<file path="src/rtl/ram_rd_pkg.sv">
// rtl/ram_rd_pkg.sv - shared types and constants for the RAM read sequencer
package ram_rd_pkg;

    localparam int DEF_ADDR_W = 4;
    localparam int DEF_DATA_W = 4;
    localparam int DEPTH      = 2 ** DEF_ADDR_W;

    typedef enum logic [2:0] {
        IDLE,
        SETUP,
        STROBE,
        HOLD,
        OUTPUT,
        DONE
    } state_t;

    function automatic int max3(input int a, input int b, input int c);
        int m;
        m = (a > b) ? a : b;
        return (m > c) ? m : c;
    endfunction

endpackage

</file>
<file path="src/rtl/ram_rd_timer.sv">
// rtl/ram_rd_timer.sv - loadable down-counter with zero flag for phase timing
module ram_rd_timer #(
    parameter int W = 3
) (
    input  logic         clk,
    input  logic         rst,
    input  logic         load,
    input  logic [W-1:0] load_val,
    output logic         zero
);

    logic [W-1:0] cnt;

    always_ff @(posedge clk) begin
        if (rst) begin
            cnt <= '0;
        end else if (load) begin
            cnt <= load_val;
        end else if (cnt != '0) begin
            cnt <= cnt - 1'b1;
        end
    end

    assign zero = (cnt == '0);

endmodule

</file>
<file path="src/rtl/ram_read_sequencer.sv">
// rtl/ram_read_sequencer.sv - sweeps a RAM address range with timed RD strobes and streams the words out
// Optional capture checker enabled by RAM_RD_CHECK_EN.
module ram_read_sequencer
    import ram_rd_pkg::*;
#(
    parameter int ADDR_W    = DEF_ADDR_W,
    parameter int DATA_W    = DEF_DATA_W,
    parameter int SETUP_CYC = 1,
    parameter int PULSE_CYC = 4,
    parameter int HOLD_CYC  = 4
`ifdef RAM_RD_CHECK_EN
    ,
    parameter int EXP_OFFSET = 5
`endif
) (
    input  logic              clk,
    input  logic              rst,
    input  logic              start,
    input  logic [ADDR_W-1:0] base_addr,
    input  logic [ADDR_W:0]   count,
    output logic              busy,
    output logic              done,
    output logic [ADDR_W-1:0] ram_addr,
    output logic              ram_rd,
    input  logic [DATA_W-1:0] ram_data,
    output logic [DATA_W-1:0] out_data,
    output logic [ADDR_W-1:0] out_addr,
    output logic              out_valid,
    input  logic              out_ready
`ifdef RAM_RD_CHECK_EN
    ,
    output logic [ADDR_W:0]   err_cnt,
    output logic              err_flag
`endif
);

    localparam int MAX_CYC = max3(SETUP_CYC, PULSE_CYC, HOLD_CYC);
    localparam int TMR_W   = $clog2(MAX_CYC + 1);

    state_t              state;
    logic [ADDR_W-1:0]   cur_addr;
    logic [ADDR_W:0]     remaining;
    logic                tmr_load;
    logic [TMR_W-1:0]    tmr_val;
    logic                tmr_zero;
    logic                last_word;

    assign last_word = (remaining == (ADDR_W+1)'(1));

    // The timer is loaded with N-1 on phase entry, so each phase lasts exactly N cycles.
    always_comb begin
        tmr_load = 1'b0;
        tmr_val  = '0;
        case (state)
            IDLE: if (start && count != '0) begin
                tmr_load = 1'b1;
                tmr_val  = TMR_W'(SETUP_CYC - 1);
            end
            SETUP: if (tmr_zero) begin
                tmr_load = 1'b1;
                tmr_val  = TMR_W'(PULSE_CYC - 1);
            end
            STROBE: if (tmr_zero) begin
                tmr_load = 1'b1;
                tmr_val  = TMR_W'(HOLD_CYC - 1);
            end
            OUTPUT: if (out_ready && !last_word) begin
                tmr_load = 1'b1;
                tmr_val  = TMR_W'(SETUP_CYC - 1);
            end
            default: ;
        endcase
    end

    ram_rd_timer #(.W(TMR_W)) u_timer (
        .clk      (clk),
        .rst      (rst),
        .load     (tmr_load),
        .load_val (tmr_val),
        .zero     (tmr_zero)
    );

`ifdef RAM_RD_CHECK_EN
    localparam logic [ADDR_W:0] ERR_MAX = (ADDR_W+1)'(2 ** ADDR_W);
    logic [DATA_W-1:0] exp_word;
    assign exp_word = DATA_W'(EXP_OFFSET + int'(cur_addr));
`endif

    always_ff @(posedge clk) begin
        if (rst) begin
            state     <= IDLE;
            cur_addr  <= '0;
            remaining <= '0;
            busy      <= 1'b0;
            done      <= 1'b0;
            ram_addr  <= '0;
            ram_rd    <= 1'b0;
            out_data  <= '0;
            out_addr  <= '0;
            out_valid <= 1'b0;
`ifdef RAM_RD_CHECK_EN
            err_cnt   <= '0;
            err_flag  <= 1'b0;
`endif
        end else begin
            case (state)
                IDLE: begin
                    if (start) begin
                        cur_addr  <= base_addr;
                        remaining <= count;
                        busy      <= 1'b1;
`ifdef RAM_RD_CHECK_EN
                        err_cnt   <= '0;
                        err_flag  <= 1'b0;
`endif
                        if (count == '0) begin
                            state <= DONE;
                            done  <= 1'b1;
                        end else begin
                            state    <= SETUP;
                            ram_addr <= base_addr;
                        end
                    end
                end
                SETUP: begin
                    if (tmr_zero) begin
                        state  <= STROBE;
                        ram_rd <= 1'b1;
                    end
                end
                STROBE: begin
                    // Capture on the final strobe cycle, while RD is still asserted.
                    if (tmr_zero) begin
                        state    <= HOLD;
                        ram_rd   <= 1'b0;
                        out_data <= ram_data;
                        out_addr <= cur_addr;
`ifdef RAM_RD_CHECK_EN
                        if (ram_data != exp_word) begin
                            err_flag <= 1'b1;
                            if (err_cnt != ERR_MAX) begin
                                err_cnt <= err_cnt + 1'b1;
                            end
                        end
`endif
                    end
                end
                HOLD: begin
                    if (tmr_zero) begin
                        state     <= OUTPUT;
                        out_valid <= 1'b1;
                    end
                end
                OUTPUT: begin
                    if (out_ready) begin
                        out_valid <= 1'b0;
                        remaining <= remaining - 1'b1;
                        if (last_word) begin
                            state <= DONE;
                            done  <= 1'b1;
                        end else begin
                            state    <= SETUP;
                            cur_addr <= cur_addr + 1'b1;
                            ram_addr <= cur_addr + 1'b1;
                        end
                    end
                end
                DONE: begin
                    done  <= 1'b0;
                    busy  <= 1'b0;
                    state <= IDLE;
                end
                default: state <= IDLE;
            endcase
        end
    end

endmodule

</file>
<file path="config.mk">
export PLATFORM = sky130hd
export DESIGN_NAME = ram_read_sequencer
export DESIGN_NICKNAME = d
export VERILOG_FILES = /design/src/rtl/ram_rd_pkg.sv /design/src/rtl/ram_rd_timer.sv /design/src/rtl/ram_read_sequencer.sv
export SDC_FILE = /design/constraint.sdc
export NUM_CORES = 1
export LEC_CHECK = 0
export ABC_AREA = 0
export CORE_ASPECT_RATIO = 0.5
export CORE_MARGIN = 1
export CORE_UTILIZATION = 44
export DETAILED_ROUTE_END_ITERATION = 10
export GPL_ROUTABILITY_DRIVEN = 0
export GPL_TIMING_DRIVEN = 0
export PLACE_DENSITY = 0.67
export SLEW_MARGIN = 20
export SYNTH_ARGS = -nofsm -noshare
export SYNTH_HDL_FRONTEND = slang
export SYNTH_SLANG_ARGS = --single-unit
export TNS_END_PERCENT = 5
</file>
<file path="constraint.sdc">
create_clock -name clk -period 2.55 [get_ports clk]
set_clock_uncertainty 0.15 [all_clocks]
set_input_delay 0.51 -clock clk [delete_from_list [all_inputs] [get_ports clk]]
set_output_delay 0.51 -clock clk [all_outputs]
set_load 0.1 [all_outputs]
</file>
### Word level (Yosys, flattened, before mapping)

Index checks and enable logic that the tools add are counted.

* bits in registers: 31
* output and inout bits: 16
* input port bits: 17
* word-level logic and storage cells: 91

* $add $sub $neg: 3
* reductions and logical operators: 24
* multiplexer cells: 38
* equality and inequality tests: 15

Operators by type and width (count)
* two-way mux 3 bit: 9
* two-way mux 4 bit: 5
* != test 2 bit, second input constant: 9
* case mux 4 bit (2 select lines): 2
* case mux 3 bit (5 select lines): 1
* AND reduction 5 bit: 3
* two-way mux 1 bit: 11
* two-way mux 5 bit: 2
* case mux 5 bit (2 select lines): 1
* nonzero test 2 bit: 5
* AND reduction 3 bit: 3
* equality test 3 x 2 -> 1 bit, second input constant: 2
* equality test 3 bit, second input constant: 2
* logical NOT 3 bit: 2
* case mux 1 bit (2 select lines): 3
* case mux 1 bit (3 select lines): 2
* nonzero test 3 bit: 2
* equality test 5 x 1 -> 1 bit, second input constant: 1
* logical NOT 5 bit: 1
* nonzero test 5 bit: 1
* subtractor 5 x 1 -> 5 bit, second input constant: 1
* adder 4 x 1 -> 4 bit, second input constant: 1
* two-way mux 2 bit: 2
* AND reduction 2 bit: 2
* 6 further kinds: 7

### Logic depth before layout (Yosys ltp)

Gate-level depths: netlist (run 1).

* depth in word-level cells: 6
* gate-level depth with buffers: 7
* gate-level depth less buffers: 6

### By module

A second synthesis (run 1) with hierarchy kept.

* cell total of the unflattened synthesis: 201
* area, all modules: 1650.3 µm²

By module, submodules not included
* ram_read_sequencer: area an instance 1443.9 µm², cells an instance 179, seq. area each 560.5 µm², instances 1
* ram_rd_timer: area an instance 206.4 µm², cells an instance 22, seq. area each 60.1 µm², instances 1

### Worst setup path after synthesis (run 1)

No wires, ideal clock.

* path type: input to register
* from: input count[3]
* to: register ram_addr[1]
* data arrival time: 1523 ps
* setup slack: 743 ps
* setup time: 134 ps
* buffers on the path: 0
* stages: 4
* path through: or4_4 > o211a_1 > nor3_1 > a211oi_1

* longest elaborated chain between the ends: 3

Ends and longest elaborated chain
* start, declared: line ram_read_sequencer.sv:20 `input logic [ADDR_W:0] count,`
* logical NOT 5 bit: line ram_read_sequencer.sv:116 `if (count == '0) begin`
* != test 2 bit (no source line)
* AND reduction 5 bit (no source line)
* end signal, assigned: line ram_read_sequencer.sv:121 `ram_addr <= base_addr;`
* end signal, assigned: line ram_read_sequencer.sv:164 `ram_addr <= cur_addr + 1'b1;`
* end, declared: line ram_read_sequencer.sv:23 `output logic [ADDR_W-1:0] ram_addr,`

Every way passes these cells.
A chain may end at the register's enable or synchronous reset.

### Final worst setup path (run 1)

* from: register out_valid
* to: output out_valid

RTL lines
* start, declared: line ram_read_sequencer.sv:28 `output logic out_valid,`
* start signal, assigned: line ram_read_sequencer.sv:100 `out_valid <= 1'b0;`
* start signal, assigned: line ram_read_sequencer.sv:151 `out_valid <= 1'b1;`
* start signal, assigned: line ram_read_sequencer.sv:156 `out_valid <= 1'b0;`

No word-level cell between the ends.

==> flow_summary.ini, run 1 <==
[status]
status = completed

[sta]
fin_crit_ns = 2.45
slew_viol_final = 0
hold_viol = 0
tightest_slew_ns = 0.981
tns_ns = 0
max-slew-margin-rel_pct = 34.4
rsz0062_at_grt = false
clock.fmax_mhz = 408
timing.final.crit_share_pct = 96.1
setup_violations = 0

[hold_path]
holdCritPathClass = register to register

[yosys]
yosysWarningCount = 0
synth_top_area_cell = dfxtp_1
yosysTopAreaCellShare_pct = 37.4
yosysSeqAreaShare_pct = 37.4
syn_avg_cell_area_um2 = 9.07
synth_area_mm2 = 0.00166
yosysUniqueCellTypes = 44
synth_cells = 183
synthTopCellsByArea = dfxtp_1 (37%), mux2i_1 (9.0%), nor2_1 (4.5%)
synth-seq-cells = 31
synth_nets = 205

[clocking]
clockRootBuffer = clkbuf_8
hold_buffers = 0
clkTransAtPathRegs_ns = 0.07
clk_latency_ns = 0.29
clk_path_buf_depth = 2
cts_setup_buffers = 0
cts_made_buffers = 5
cts_max_level = 2
cts_tree = done
ctsResizeCount = 0
cts_num_sinks = 31

[cells_and_area]
layout.nets = 244
layoutNonFillerInstCount = 274
seqCellArea_um2 = 621
antenna_cells = 0
fill_cells = 337
multi_input_area_um2 = 945
syn2layout_area_growth_pct = 30.2
drive_gt1_share_pct = 11.2

[worst_setup_path]
path_cells = clkdlybuf4s50_1
cp-end-kind = primary output
cp_slowest_cell = clkdlybuf4s50_1
cp.buffers_inverters = 1
worstPathRequired_ns = 1.89
cp_top_family = buffers and inverters
arrival_ns = 1.79
crit_type = register to primary output
cpPeakStageDelay_ns = 1.14
start_kind = register
crit_fanout = 3

[floorplanning]
boundaryPins = 33
core_mm2 = 0.00351
dieHeight_um = 45.4
die_area_mm2 = 0.00404
rows = 15
die-width_um = 88.8
start_util_pct = 47.3

[route]
via_count = 1473
vias_per_cell = 5.38
dr.pass1.iters = 4
finalWirelength_um = 3960
avgRoutedWirePerCell_um = 14.5
ant_nets = 0
route.detailed.drc = 0
drtIter0Drc = 82

[grt]
grt_first_pass_wirelength_um = 6230
globalRouteOverflowTotal = 0
grt_use_total_pct = 21.7
grt_start_max_net_pins = 11
antenna_found_initial = 0
grt_pass1_vias = 1322

[pwr]
cellPowerDensity_mw_per_mm2 = 1030
p_clk_share_pct = 23.1
p_comb_share_pct = 46.7
ir_worst_vdd_uv = 436
swShare_pct = 43.6
p_leak_nw = 0.811
switchingPower_uw = 973
power.total_mw = 2.23
p_int_mw = 1.26
seq_power_share_pct = 30.2

[run]
cap_violations = 0

[placement]
port_buffers = 32
hpwl_um = 2810
place_inst = 266
[power by group through the flow]
| stage | sequential, mW | combinational, mW | clock [mW] |
|---|---|---|---|
| floorplan | 0.941 | 0.540 | 0 |
| global placement | 0.677 | 1.02 | 0 |
| detailed placement | 0.681 | 1.03 | 0 |
| CTS | 0.670 | 1.05 | 0.523 |
| global route | 0.688 | 1.12 | 0.543 |
| finish | 0.673 | 1.04 | 0.515 |
[layout by cell type (no fill, tap or decap), drive strengths merged, types with 2 or more instances in the layout]
master and count:
a311oi 3, nand2b 5, buf 6, nand3 6
a221oi 3, nand2 7, clkbuf 9, nor3 9
inv 13, nor3b 2, dfxtp 31, a21oi 11
nor2 20, o211ai 3, ha 5, xnor2 2
mux2 3, nor2b 2, o31ai 2, clkdlybuf4s50 32
xor2 3, o21ai 11, mux2i 15, a211oi 4
[final cells by class]
| class | instances | share of cell area [%] |
|---|---|---|
| clock inverter | 2 | 1.62 |
| timing repair buffer | 32 | 14.8 |
| tap | 51 | 2.95 |
| multi-input combinational | 130 | 43.7 |
| buffer | 9 | 2.08 |
| clock buffer | 6 | 3.82 |
| inverter | 13 | 2.26 |
| sequential | 31 | 28.7 |
[metrics by stage]
stage / util (%) / setup slack [ns] / area, um^2 / hold WS [ns]
after floorplan: - / 0.743 / 1660 / 0.309
after global placement: 58.2 / 0.196 / 2040 / 0.314
after detailed placement: 58.2 / 0.183 / 2040 / 0.298
after CTS: 61.6 / 0.0916 / 2160 / 0.318
after global routing: 61.6 / 0.0492 / 2160 / 0.361
final: 61.6 / 0.0992 / 2160 / 0.323
[final timing paths]
kind                                            endpoint                         from  cells past startpoint  slack [ns]
worst min register to register  ram_addr[3]$_SDFFE_PP0P_     ram_addr[3]$_SDFFE_PP0P_                      2        0.32
worst max register to register  out_addr[2]$_SDFFE_PP0P_  u_timer.cnt[0]$_SDFFE_PP0P_                      7        0.64
worst min-delay path            ram_addr[3]$_SDFFE_PP0P_     ram_addr[3]$_SDFFE_PP0P_                      2        0.32
worst max-delay path                           out_valid       out_valid$_SDFFE_PP0P_                      1         0.1
[layer usage]
| layer | GRT usage (%) | share of wire [%] | vias up |
|---|---|---|---|
| met5 | 0 | 0 | - |
| met4 | 8.39 | 1.4 | 0 |
| met3 | 7.07 | 5.9 | 7 |
| met2 | 33.2 | 43 | 39 |
| met1 | 28.8 | 49 | 695 |
| li1 | - | - | 732 |
[cells in the mapped netlist (all sizes together)]
cell type and number:
a22oi 1, dfxtp 31, nand2 7, nor3 9
nand3 6, ha 5, o31ai 2, a41o 1
nor2b 2, or2 1, a211oi 4, mux2i 15
or3 1, a311oi 3, o41ai 1, xor2 3
o22ai 1, o21ai 11, a21o 1, inv 13
or3b 1, a21oi 11, xnor2 2, o211a 1
clkbuf 3, o211ai 3, nor3b 2, buf 6
nor4b 1, nand2b 5, nor2 20, a221oi 3
nand4 1, o21bai 1, or4 1, and3 1
mux2 3
[registers in the layout (all words and copies together) (netlist names)]
name	cells
done	1
ram_addr	4
state	3
cur_addr	4
ram_rd	1
u_timer.cnt	3
out_data	4
out_addr	4
remaining	5
out_valid	1
busy	1
[cells by family (layout without fill, tap and decap cells)]
| group | after synthesis | in the layout | synth area share (%) |
|---|---|---|---|
| buf+inv | 22 | 62 | 5.66 |
| flops | 31 | 31 | 37.4 |
| mux | 18 | 18 | 11.1 |
| compound gates | 44 | 44 | 19.9 |
| simple gates | 58 | 58 | 19.5 |
| xor+xnor | 5 | 5 | 2.64 |
| fa+ha+maj | 5 | 5 | 3.77 |
Note: power is estimated with default switching activity, not from simulation.
==> inputs of run 2 (changes only) <==
CORE_UTILIZATION = 30   (was 44)
PLACE_DENSITY = 0.48   (was 0.67)
SETUP_SLACK_MARGIN = 0.1   (was not set)
==> run 2 against run 1 <==
Setup slack improved by 0.018 ns. Clock-buffer cell count is 1 lower. Via count decreased by 3.1%. Utilization down 19 points. Sequential power barely moved. Flip-flop and latch count is the same. Total power shrank 5.8%. Critical path depth did not move. Sequential share of layout area about the same. Global-route usage is 5.7 points lower. Design area shrank 0.17%. Critical path type unchanged.
==> flow_summary.ini, run 2 (synthesis results as in run 1) <==
[status]
status = completed

[worst_setup_path]
cp.buffers_inverters = 1
cp.depth = 1
cp_slowest_cell = clkdlybuf4s50_1
cp-end-kind = primary output
arrival_ns = 1.77
crit_path_end = ram_rd
path_cells = clkdlybuf4s50_1
r2r-end = out_data[0]$_SDFFE_PP0P_
rrSetupSlack_ns = 0.62
start_kind = register
cpPeakStageDelay_ns = 1.15
crit_fanout = 2
startpoint = ram_rd$_SDFFE_PP0P_
reg2reg_depth = 7
reg2reg_from = u_timer.cnt[0]$_SDFFE_PP0P_
worstPathRequired_ns = 1.89
cp_top_family = buffers and inverters
crit_type = register to primary output

[grt]
antenna_found_initial = 0
grt_use_total_pct = 16.0
grt_pass1_vias = 1329
grt_start_max_net_pins = 12
globalRouteOverflowTotal = 0
grt_first_pass_wirelength_um = 6800

[sta]
timing.final.crit_share_pct = 95.4
rsz0062_at_grt = true
clock.fmax_mhz = 411
tightest_slew_ns = 0.985
setup_violations = 0
slew_viol_final = 0
tns_ns = 0
setup_slack_ns = 0.117
hold_viol = 0
max-slew-margin-rel_pct = 34.1
fin_crit_ns = 2.43

[route]
drtIter0Drc = 48
route.detailed.drc = 0
ant_nets = 0
vias_per_cell = 4.87
dr.pass1.iters = 4
avgRoutedWirePerCell_um = 14.1
via_count = 1428
finalWirelength_um = 4130

[floorplanning]
die-width_um = 107
boundaryPins = 33
start_util_pct = 32.5
core_mm2 = 0.00511
die_area_mm2 = 0.00585
dieHeight_um = 54.6
rows = 18

[cells_and_area]
largest_reg_flops = 5
design_area_mm2 = 0.00216
drive_gt1_share_pct = 11.2
final_common_cell = dfxtp_1
layout.nets = 244
largest_register = remaining
final_cell_mix = dfxtp_1 (31), clkdlybuf4s50_1 (30), nor2_1 (20)
syn2layout_area_growth_pct = 30.0
antenna_cells = 0
fill_cells = 520

[placement]
place_area_mm2 = 0.00207
port_buffers = 32
hpwl_um = 2950
pre_cts_slack_ns = 0.160

[clocking]
clkTransAtPathRegs_ns = 0.07
clk_latency_ns = 0.29
cts_max_level = 2
cts_made_buffers = 5
clockRootBuffer = clkbuf_8
cts_num_sinks = 31
cts_tree = done
clk_path_buf_depth = 2

[pwr]
ir_worst_vdd_uv = 355
p_leak_nw = 0.808
cellPowerDensity_mw_per_mm2 = 974

[hold_path]
min_from = ram_addr[3]$_SDFFE_PP0P_
holdCritPathClass = register to register

[run]
cap_violations = 0
## run 2: cell count changes in the layout (fill, tap and decap cells not counted), sizes merged
cell	before	now
bufinv	1	0
clkbuf	9	8
clkdlybuf4s50	32	30
clkinvlp	0	2
dlygate4sd2	0	1
dlymetal6s2s	0	1
## run 2: worst min path at each step
stage,to,slack [ns],cells past startpoint
floorplan,remaining[1]$_SDFFE_PP0P_,0.31,2
global placement,ram_addr[3]$_SDFFE_PP0P_,0.31,2
detailed placement,ram_addr[3]$_SDFFE_PP0P_,0.31,2
CTS,ram_addr[3]$_SDFFE_PP0P_,0.33,2
global route,ram_addr[3]$_SDFFE_PP0P_,0.36,2
finish,ram_addr[3]$_SDFFE_PP0P_,0.33,2
## run 2: timing repair
action / 4_1_cts / 5_1_grt
setup buffers: 0 / 0
hold buffers: 0 / 0
gates resized for setup: 1 / 1
setup endpoints to repair: 1 / 12
pin swaps: 0 / 0
## run 2: through the flow
stage | hold slack (ns) | power [mW] | utilization (%) | cells
2_1_floorplan | 0.309 | 1.48 | - | 183
3_3_place_gp | 0.306 | 1.71 | 40.4 | 285
3_5_place_dp | 0.308 | 1.72 | 40.4 | 285
4_1_cts | 0.330 | 2.12 | 42.1 | 293
5_1_grt | 0.356 | 2.26 | 42.2 | 293
6_report | 0.327 | 2.10 | 42.2 | 293
## run 2: power breakdown
group | leakage (nW) | switching (mW) | internal (mW) | total [mW]
registers | 0.254 | 0.0854 | 0.586 | 0.672
logic | 0.514 | 0.682 | 0.354 | 1.04
clock network | 0.0402 | 0.205 | 0.190 | 0.395
## run 2: layer usage
metal / share of wire (%) / track usage [%] / up-vias
met5: 0 / 0 / -
met4: 1.1 / 5.48 / 0
met3: 6.3 / 4.88 / 5
met2: 40 / 22.7 / 39
met1: 53 / 22.8 / 651
li1: - / - / 733
## run 2: cell type report
| type | count | area, um^2 | share of cell area [%] |
|---|---|---|---|
| Multi-Input combinational cell | 130 | 945 | 43.8 |
| Sequential cell | 31 | 621 | 28.8 |
| Timing Repair Buffer | 32 | 322 | 14.9 |
| Tap cell | 70 | 87.6 | 4.06 |
| Clock buffer | 5 | 68.8 | 3.19 |
| Inverter | 13 | 48.8 | 2.26 |
| Buffer | 9 | 45.0 | 2.09 |
| Clock inverter | 3 | 20.0 | 0.928 |
